## src/rtl/spectrum_frame_buffer.sv

```systemverilog
// ---------------------------------------------------------------------------
// spectrum_frame_buffer
//
// Collects the spectral filter's free-running complex sample stream into
// 32-sample frames, using a ping-pong pair of register banks. Each completed
// frame is replayed to the IFFT/output stage over a valid/ready handshake,
// optionally in un-bit-reversed order. The upstream side has no backpressure,
// so a sample that arrives while the target bank is still occupied is
// dropped, and the sticky overflow flag is raised.
//
// Ports
//   clk        rising-edge clock
//   reset      asynchronous, active-high reset
//   in_r/in_i  signed sample from the filter, qualified by in_valid
//   out_r/out_i  signed frame element presented to the consumer
//   out_index  output-order index k of the presented element
//   out_valid  element presented
//   out_ready  consumer accepts (transfer = out_valid & out_ready at an edge)
//   out_last   high with the element k = N-1
//   overflow   sticky: at least one input sample was dropped
// ---------------------------------------------------------------------------
module spectrum_frame_buffer #(
   parameter int WIDTH  = 16,
   parameter int LOGN   = 5,
   parameter int BITREV = 1
) (
   input  logic                    clk,
   input  logic                    reset,
   input  logic signed [WIDTH-1:0] in_r,
   input  logic signed [WIDTH-1:0] in_i,
   input  logic                    in_valid,
   output logic signed [WIDTH-1:0] out_r,
   output logic signed [WIDTH-1:0] out_i,
   output logic [LOGN-1:0]         out_index,
   output logic                    out_valid,
   input  logic                    out_ready,
   output logic                    out_last,
   output logic                    overflow
);

   localparam int N = 2 ** LOGN;
   localparam logic [LOGN-1:0] KMAX = LOGN'(N - 1);

   typedef logic [2*WIDTH-1:0] word_t;
   typedef enum logic {IDLE, STREAM} state_t;

   // Storage is not reset: contents are only read once the bank's full flag
   // says a complete frame was written.
   word_t bank_q [2][N];

   logic [1:0]      full_q, full_d;
   logic            wr_bank_q;
   logic            rd_bank_q;
   logic [LOGN-1:0] wr_addr_q;
   logic            overflow_q;

   state_t                  state_q;
   logic signed [WIDTH-1:0] out_r_q, out_i_q;
   logic [LOGN-1:0]         out_index_q;
   logic                    out_valid_q, out_last_q;

   // Output-order index to storage address.
   function automatic logic [LOGN-1:0] addr_map(input logic [LOGN-1:0] k);
      logic [LOGN-1:0] r;
      for (int b = 0; b < LOGN; b++) r[b] = k[LOGN-1-b];
      return (BITREV != 0) ? r : k;
   endfunction

   logic            wr_en, wr_done;
   logic            xfer, rd_done;
   logic [LOGN-1:0] next_k, rd_k;
   word_t           rd_word;

   // Write is gated by the pre-edge full flag, so a sample landing on the
   // same edge the reader frees that bank is still dropped.
   assign wr_en   = in_valid && !full_q[wr_bank_q];
   assign wr_done = wr_en && (wr_addr_q == KMAX);

   assign xfer    = out_valid_q && out_ready;
   assign rd_done = xfer && (out_index_q == KMAX);

   // In IDLE the next element to present is k=0, otherwise k+1.
   assign next_k  = out_index_q + LOGN'(1);
   assign rd_k    = (state_q == IDLE) ? '0 : next_k;
   assign rd_word = bank_q[rd_bank_q][addr_map(rd_k)];

   // Completing bank A and freeing bank B may coincide; they never target
   // the same bank (the bank under read is full, so it cannot be written).
   always_comb begin
      full_d = full_q;
      if (wr_done) full_d[wr_bank_q] = 1'b1;
      if (rd_done) full_d[rd_bank_q] = 1'b0;
   end

   always_ff @(posedge clk) begin
      if (wr_en) bank_q[wr_bank_q][wr_addr_q] <= {in_r, in_i};
   end

   // Write-side control and sticky overflow.
   always_ff @(posedge clk or posedge reset) begin
      if (reset) begin
         full_q     <= '0;
         wr_bank_q  <= 1'b0;
         wr_addr_q  <= '0;
         overflow_q <= 1'b0;
      end else begin
         full_q <= full_d;
         if (wr_en) begin
            wr_addr_q <= wr_addr_q + LOGN'(1);
            if (wr_done) wr_bank_q <= ~wr_bank_q;
         end
         if (in_valid && full_q[wr_bank_q]) overflow_q <= 1'b1;
      end
   end

   // Read FSM with registered outputs.
   always_ff @(posedge clk or posedge reset) begin
      if (reset) begin
         state_q     <= IDLE;
         rd_bank_q   <= 1'b0;
         out_r_q     <= '0;
         out_i_q     <= '0;
         out_index_q <= '0;
         out_valid_q <= 1'b0;
         out_last_q  <= 1'b0;
      end else begin
         case (state_q)
            IDLE: begin
               if (full_q[rd_bank_q]) begin
                  out_r_q     <= rd_word[2*WIDTH-1:WIDTH];
                  out_i_q     <= rd_word[WIDTH-1:0];
                  out_index_q <= '0;
                  out_last_q  <= 1'b0;
                  out_valid_q <= 1'b1;
                  state_q     <= STREAM;
               end
            end
            STREAM: begin
               if (xfer) begin
                  if (out_index_q == KMAX) begin
                     out_valid_q <= 1'b0;
                     out_last_q  <= 1'b0;
                     rd_bank_q   <= ~rd_bank_q;
                     state_q     <= IDLE;
                  end else begin
                     out_r_q     <= rd_word[2*WIDTH-1:WIDTH];
                     out_i_q     <= rd_word[WIDTH-1:0];
                     out_index_q <= next_k;
                     out_last_q  <= (next_k == KMAX);
                  end
               end
            end
            default: state_q <= IDLE;
         endcase
      end
   end

   assign out_r     = out_r_q;
   assign out_i     = out_i_q;
   assign out_index = out_index_q;
   assign out_valid = out_valid_q;
   assign out_last  = out_last_q;
   assign overflow  = overflow_q;

endmodule

```

## config.mk

```make
export PLATFORM = sky130hd
export DESIGN_NAME = spectrum_frame_buffer
export DESIGN_NICKNAME = d
export VERILOG_FILES = /design/src/rtl/spectrum_frame_buffer.sv
export SDC_FILE = /design/constraint.sdc
export NUM_CORES = 2
export LEC_CHECK = 0
export CELL_PAD_IN_SITES_DETAIL_PLACEMENT = 0
export CELL_PAD_IN_SITES_GLOBAL_PLACEMENT = 1
export CORE_MARGIN = 1
export CORE_UTILIZATION = 30
export CTS_BUF_LIST = sky130_fd_sc_hd__clkbuf_4 sky130_fd_sc_hd__clkbuf_8
export CTS_CLUSTER_DIAMETER = 40
export DETAILED_ROUTE_END_ITERATION = 8
export GPL_TIMING_DRIVEN = 0
export PLACE_DENSITY = 0.59
export SLEW_MARGIN = 20
export SYNTH_ARGS = -nofsm -noshare
export SYNTH_HDL_FRONTEND = slang
export SYNTH_SLANG_ARGS = --single-unit
```

## constraint.sdc

```tcl
create_clock -name clk -period 5.2 [get_ports clk]
set_input_delay 0.78 -clock clk [delete_from_list [all_inputs] [get_ports clk]]
set_output_delay 0.78 -clock clk [all_outputs]
set_load 0.02 [all_outputs]
```

# After elaboration in Yosys (flattened, before gate mapping)
# Memory sizes are Yosys's and may differ from the RTL's.
# Index checks and enable logic that the tools add are counted.
op_classes:
  add_sub_neg: 2
  order_cmp: 7
  eq_ne: 7
  mux: 42
  n_bitwise: 8
  reduce_logical: 14
ops:
  columns: ["cell", "n"]
  rows:
  - ["$mux W1024", 1]
  - ["$bmux W32 S5", 1]
  - ["$demux W32 S5", 1]
  - ["$mux W16", 6]
  - ["$mux W32", 3]
  - ["$pmux W16 S2", 2]
  - ["$mux W5", 4]
  - ["$mux W1", 16]
  - ["$eq A5 B5 Y1 const B", 3]
  - ["$ge A6 B6 Y1 const B", 2]
  - ["$not A5 Y6", 2]
  - ["$add A5 B1 Y5 const B", 2]
  - ["$pmux W5 S2", 1]
  - ["$reduce_and A3 Y1", 3]
  - ["$logic_and A1 B1 Y1", 8]
  - ["$lt A6 B1 Y1 const B", 1]
  - ["$ne A2 B1 Y1 const B", 3]
  - ["$pmux W1 S2", 3]
  - ["$lt A1 B2 Y1 const B", 2]
  - ["$mux W2", 2]
  - ["$reduce_and A2 Y1", 2]
  - ["$not A1 Y1", 3]
  - ["$and A2 B2 Y2", 1]
  - ["$demux W1 S1", 2]
  - ["5 further kinds", 6]
word_totals:
  reg_bits: 50
  ramBits: 2048
  inputBits: 36
  out_inout_bits: 40
  word_cells: 92
  n_memories: 1
memory_table:
  columns: ["name", "words", "word_bits", "read_ports", "rd_clocked_by_memory_dff", "wr", "line", "rtl"]
  rows:
  - ["bank_q", 2, 1024, 1, 0, 1, "49", "word_t bank_q [2][N];"]

# Logic depth before layout (Yosys ltp)
logic_depth:
  word_depth: 9
  depth_mapped: 15
  depth_no_buf: 10

# Worst setup path after synthesis
# OpenSTA, ideal clock, no wires.
synth_timing:
  kind: "reg-to-reg"
  startpoint: "reg out_index_q[1], in the netlist out_index[1]"
  endpoint: "reg out_r_q[10], in the netlist out_r[10]"
  setup_ps: 124
  t_arrival_ps: 3299
  required_ps: 5076
  setup_slack_ps: 1777
  stages_incl_launch_ff: 13
  path_buffers: 3
  synth_period_minus_slack_ps: 3423
  path_cell_list: "dfrtp_1 -> ha_1 -> and3_1 -> ha_1 -> buf_2 -> and2_1 -> buf_4 -> clkbuf_1 -> mux4_1 -> and2_1 -> a211oi_2 -> a31oi_1 -> a211o_1"
synth_between:
  elab_chain_cells: 9
  elab_cells_between_ends: 13
  classes_between: "add/sub: 1; eq/ne: 2; mux: 8; bitwise: 1; reduce/logical: 1"
synth_lines:
  columns: ["item", "line", "rtl"]
  rows:
  - ["from (decl)", "59", "logic [LOGN-1:0] out_index_q;"]
  - ["from (signal assigned)", "148", "out_index_q <= next_k;"]
  - ["$add A5 B1 Y5", "83", "assign next_k = out_index_q + LOGN'(1);"]
  - ["$mux W5", "84", "assign rd_k = (state_q == IDLE) ? '0 : next_k;"]
  - ["$not A5 Y6 (not written as such)", "85", "assign rd_word = bank_q[rd_bank_q][addr_map(rd_k)];"]
  - ["$bmux W32 S5", "85", null]
  - ["$mux W32 (not written as such) (2 in series)", "85", null]
  - ["$mux W16", "140", "if (out_index_q == KMAX) begin"]
  - ["$mux W16", "139", "if (xfer) begin"]
  - ["$pmux W16 S2", "127", "case (state_q)"]
  - ["to (signal assigned)", "130", "out_r_q <= rd_word[2*WIDTH-1:WIDTH];"]
  - ["to (signal assigned)", "146", "out_r_q <= rd_word[2*WIDTH-1:WIDTH];"]
  - ["to (decl)", "58", "logic signed [WIDTH-1:0] out_r_q, out_i_q;"]
# Several ways; a longest one is shown, not always the timed one. The select of a mux whose other input is x is not followed.
# A chain may end at the register's enable or synchronous reset.

# Worst setup path after layout
layout_timing:
  startpoint: "reg out_index_q[3], in the netlist out_index[3]"
  endpoint: "reg out_i_q[9], in the netlist out_i[9]"
layout_between:
  elab_chain_cells: 9
  elab_cells_between_ends: 13
  classes_between: "add/sub: 1; eq/ne: 2; mux: 8; bitwise: 1; reduce/logical: 1"
layout_lines:
  columns: ["item", "line", "rtl"]
  rows:
  - ["$add A5 B1 Y5", "83", null]
  - ["$mux W5", "84", null]
  - ["$not A5 Y6 (not written as such)", "85", null]
  - ["$bmux W32 S5", "85", null]
  - ["$mux W32 (not written as such) (2 in series)", "85", null]
  - ["$mux W16", "140", null]
  - ["$mux W16", "139", null]
  - ["$pmux W16 S2", "127", null]
  - ["to (signal assigned)", "131", "out_i_q <= rd_word[WIDTH-1:0];"]
  - ["to (signal assigned)", "147", "out_i_q <= rd_word[WIDTH-1:0];"]
  - ["to (decl)", "58", null]
# Several ways; a longest one is shown, not always the timed one. The select of a mux whose other input is x is not followed.

==> out/metrics.yaml <==
run_status:
  status: "finished, violations left"
  violations: "negative setup slack"
timing:
  timing.hold.ws_ps: 122.9
  setup_viol: 1
  worstMarginPinSlew_ps: 1191
  setup_ws_ps: -12.28
  slew_headroom: 0.2057
  skew_ps: 60.46
  fin_crit_sh: 1.002
  finalCriticalPeriod_ps: 5212
  finalHoldViolCount: 0
  rsz0062_at_grt: "no"
  fmax_ghz: 0.1919
  slew_violations: 0
drt:
  remaining_drc_errors: 0
  drt-wirelength-per-cell_um: 29.07
  drtAntennaViolNets: 0
  avgViaCountPerCell: 5.120
  routed_wl_um: 244700
  route.vias.total: 43110
  drt-pass1-iter-count: 5
  drt_iter0_markers: 4486
synthesis:
  netlist_area_um2: 80820
  yosys_warnings: 0
  synthFlopType: "edfxtp_1"
  seq_area_frac_synth: 0.7764
  ys_ff_latch: 2098
  synth-edff-count: 2048
  synth_nets: 4025
  yosysUniqueCellTypes: 58
  syn-instance-count: 3981
  avgSynthCellArea_um2: 20.30
  async_reset_ff_frac: 0.02383
die:
  start_util: 0.3017
  rows: 190
  die_x_um: 521.0
  dieArea_um2: 271500
  io_pins: 76
  coreArea_um2: 267900
  die_h_um: 521.0
power_and_ir_drop:
  leakagePower_nw: 30.53
  power_density_nw_per_um2: 375.0
  power_switching_w: 0.008063
  power_frac_comb: 0.045
  ir_drop_uv: 206.9
  total_power_w: 0.03637
  power.share.switching: 0.2217
  seq_power_share: 0.527
  internal_power_w: 0.02830
  p_clk_frac: 0.427
critical_path:
  critical_path_class: "reg2reg"
  crit_path_max_fanout: 10
  crit_path_end_kind: "register"
  cp-startpoint: "out_index[3]"
  worstSetupStartpointType: "register"
  reg2reg_from: "out_index[3]"
  arrival_ps: 6230
  cp.required_ps: 6220
cts:
  worstSkewPairLatency_ps: 1070
  clkTransAtPathRegs_ps: 70
  cts_buffer_depth: 4
  cts_setup_buffers: 0
  cts_tree: "yes"
  cts_htree_levels: 5
  cts-root-buf: "clkbuf_8"
  cts.sinks: 2098
  cts_buffers: 377
placed_design:
  gp_congestion: 0.8598
  place_inst: 7744
  hpwlAfterDp_um: 168500
  place_area_um2: 89430
  dpl_worst_slack_ps: -326.2
  io_buffer_count: 75
global_route:
  grt_max_degree: 65
  grtUsageTotal: 0.1783
  grt_pass1_vias: 43460
  grt_pass1_wl_um: 339700
  gr-total-overflow: 0
  grt_antenna_before_repair: 24
finish:
  design_area_um2: 96980
  final_cells: 8420
  fin_nets: 4616
  syn2layout_area_growth_pct: 20.00
  drive_gt1_frac: 0.2814
min_path:
  min_from: "in_i[0]"
  hold_path_class: "in2reg"
job:
  max_cap_violations: 0
## worst max-delay path, cell delays in order, from the launching register on
cell and delay (ps):
dfrtp_1 520, clkbuf_1 400, and3_1 230, ha_1 220, buf_2 170, and2_1 170
buf_4 190, a21oi_1 440, clkbuf_2 520, clkbuf_1 600, a221oi_1 170, a22oi_1 180
o21ai_0 360, nor4_2 770, a211o_1 180
## placed cells by master (no fill, tap or decap), types with 75 or more instances in the layout
master    Yosys  final
edfxtp_1   2048   2048
mux4_2      394    394
clkbuf_8      0    393
nand2_1     207    207
clkbuf_1    137    132
clkbuf_4      0    129
and3_1       98     98
o21ai_0      99     97
nor3b_1      91     91
buf_2        71     75
## final timing paths
check                                 endpoint  slack, ps  depth (start not counted)
worst min register to register       out_valid        570                          1
worst max register to register        out_i[9]        -10                         14
worst min-delay path            bank_q[1][640]        120                          1
min in group asynchronous             out_i[0]        600                          3
max in group asynchronous         out_index[1]       4040                          4
worst max-delay path                  out_i[9]        -10                         14
## synthesized netlist by cell type, types with 3 or more instances
cell          n  area share
edfxtp_1   2048        0.76
nand4_1       3     0.00023
o221ai_1      4     0.00043
dfrtp_1      50       0.015
a21boi_0      3     0.00028
buf_2        71      0.0044
mux2i_1      12      0.0015
xnor2_1       6     0.00065
buf_1        30      0.0014
a31oi_1      59      0.0046
a211o_1      28      0.0030
nand3b_1      3     0.00028
a22oi_1      36      0.0033
nor2b_1       3     0.00023
and2_1       33      0.0026
buf_4         7     0.00065
and3_1       98      0.0076
clkbuf_1    137      0.0064
a311oi_1      4     0.00043
buf_6        13      0.0018
a221oi_1     60      0.0065
or3_1         4     0.00031
nor3b_1      91      0.0085
o21bai_1      3     0.00028
o21ai_0      99      0.0061
a21o_1       33      0.0031
o21ai_1      27      0.0017
ha_1          8      0.0012
inv_1        10     0.00046
mux4_2      394        0.11
nor2_1      105      0.0049
nor3_1        8     0.00050
a211oi_2     14      0.0022
nor4_1       30      0.0023
a211oi_1     49      0.0046
a2bb2oi_1    29      0.0031
a21oi_1      16     0.00099
o22ai_1      33      0.0026
nand3_1      21      0.0013
nand2_1     207      0.0096
a22o_1       57      0.0062
mux4_1       17      0.0055
## repair_timing
action                                  CTS  global route
resized for setup                         6             6
endpoints found under the setup margin   20             5
hold buffers                              1             0
pin swaps                                 0             0
endpoints found under the hold margin    10             0
## area by class of cell
cell class / instances / area [µm²]
diodes: 14 / 35.03
plain buffers: 258 / 1199
clock buffers: 522 / 6377
clock inverters: 139 / 1082
fillers: 24760 / 170900
inverters: 11 / 43.79
multi-input cells: 1614 / 17510
flip-flops and latches: 2098 / 62750
well taps: 3552 / 4444
repair buffers: 212 / 3541
## routing by layer
metal,share of wire,global-route usage,vias to the layer above
met3,0.068,0.03364,396
met1,0.42,0.2394,23090
met4,0.032,0.05824,4
met2,0.48,0.2907,1731
met5,0.000086,0,-
li1,-,-,17890
## flip-flops by register name, summed over array words and instances (netlist names), 2 cells and up
signal / cells
bank_q: 2048
full_q: 2
out_i: 16
out_index: 5
out_r: 16
wr_addr_q: 5
## metrics by stage
step	utilization	TNS (ps)
floorplan	-	0
global placement	0.3210	-601000
detailed placement	0.3338	-3151
CTS	0.3618	0
global route	0.3619	0
finish	0.3620	-12.28
## cells by family after synthesis
| logic type | synth area share |
|---|---|
| AND/OR/NAND/NOR | 0.03874 |
| AO/OA/AOI/OAI | 0.05014 |
| multiplexers | 0.1173 |
| XOR/XNOR | 0.001053 |
| flip-flops | 0.7764 |
| buffers and inverters | 0.01513 |
| adder cells (fa/ha/maj) | 0.001239 |
## power groups by stage
stage	logic (W)	clock network, W	registers [W]
2_1_floorplan	0.000575	0	0.0195
3_3_place_gp	0.00124	0	0.0196
3_5_place_dp	0.00167	0	0.0195
4_1_cts	0.00167	0.0158	0.0192
5_1_grt	0.00173	0.0165	0.0192
6_report	0.00165	0.0155	0.0192
No activity file was read; power rests on OpenSTA's default activity.
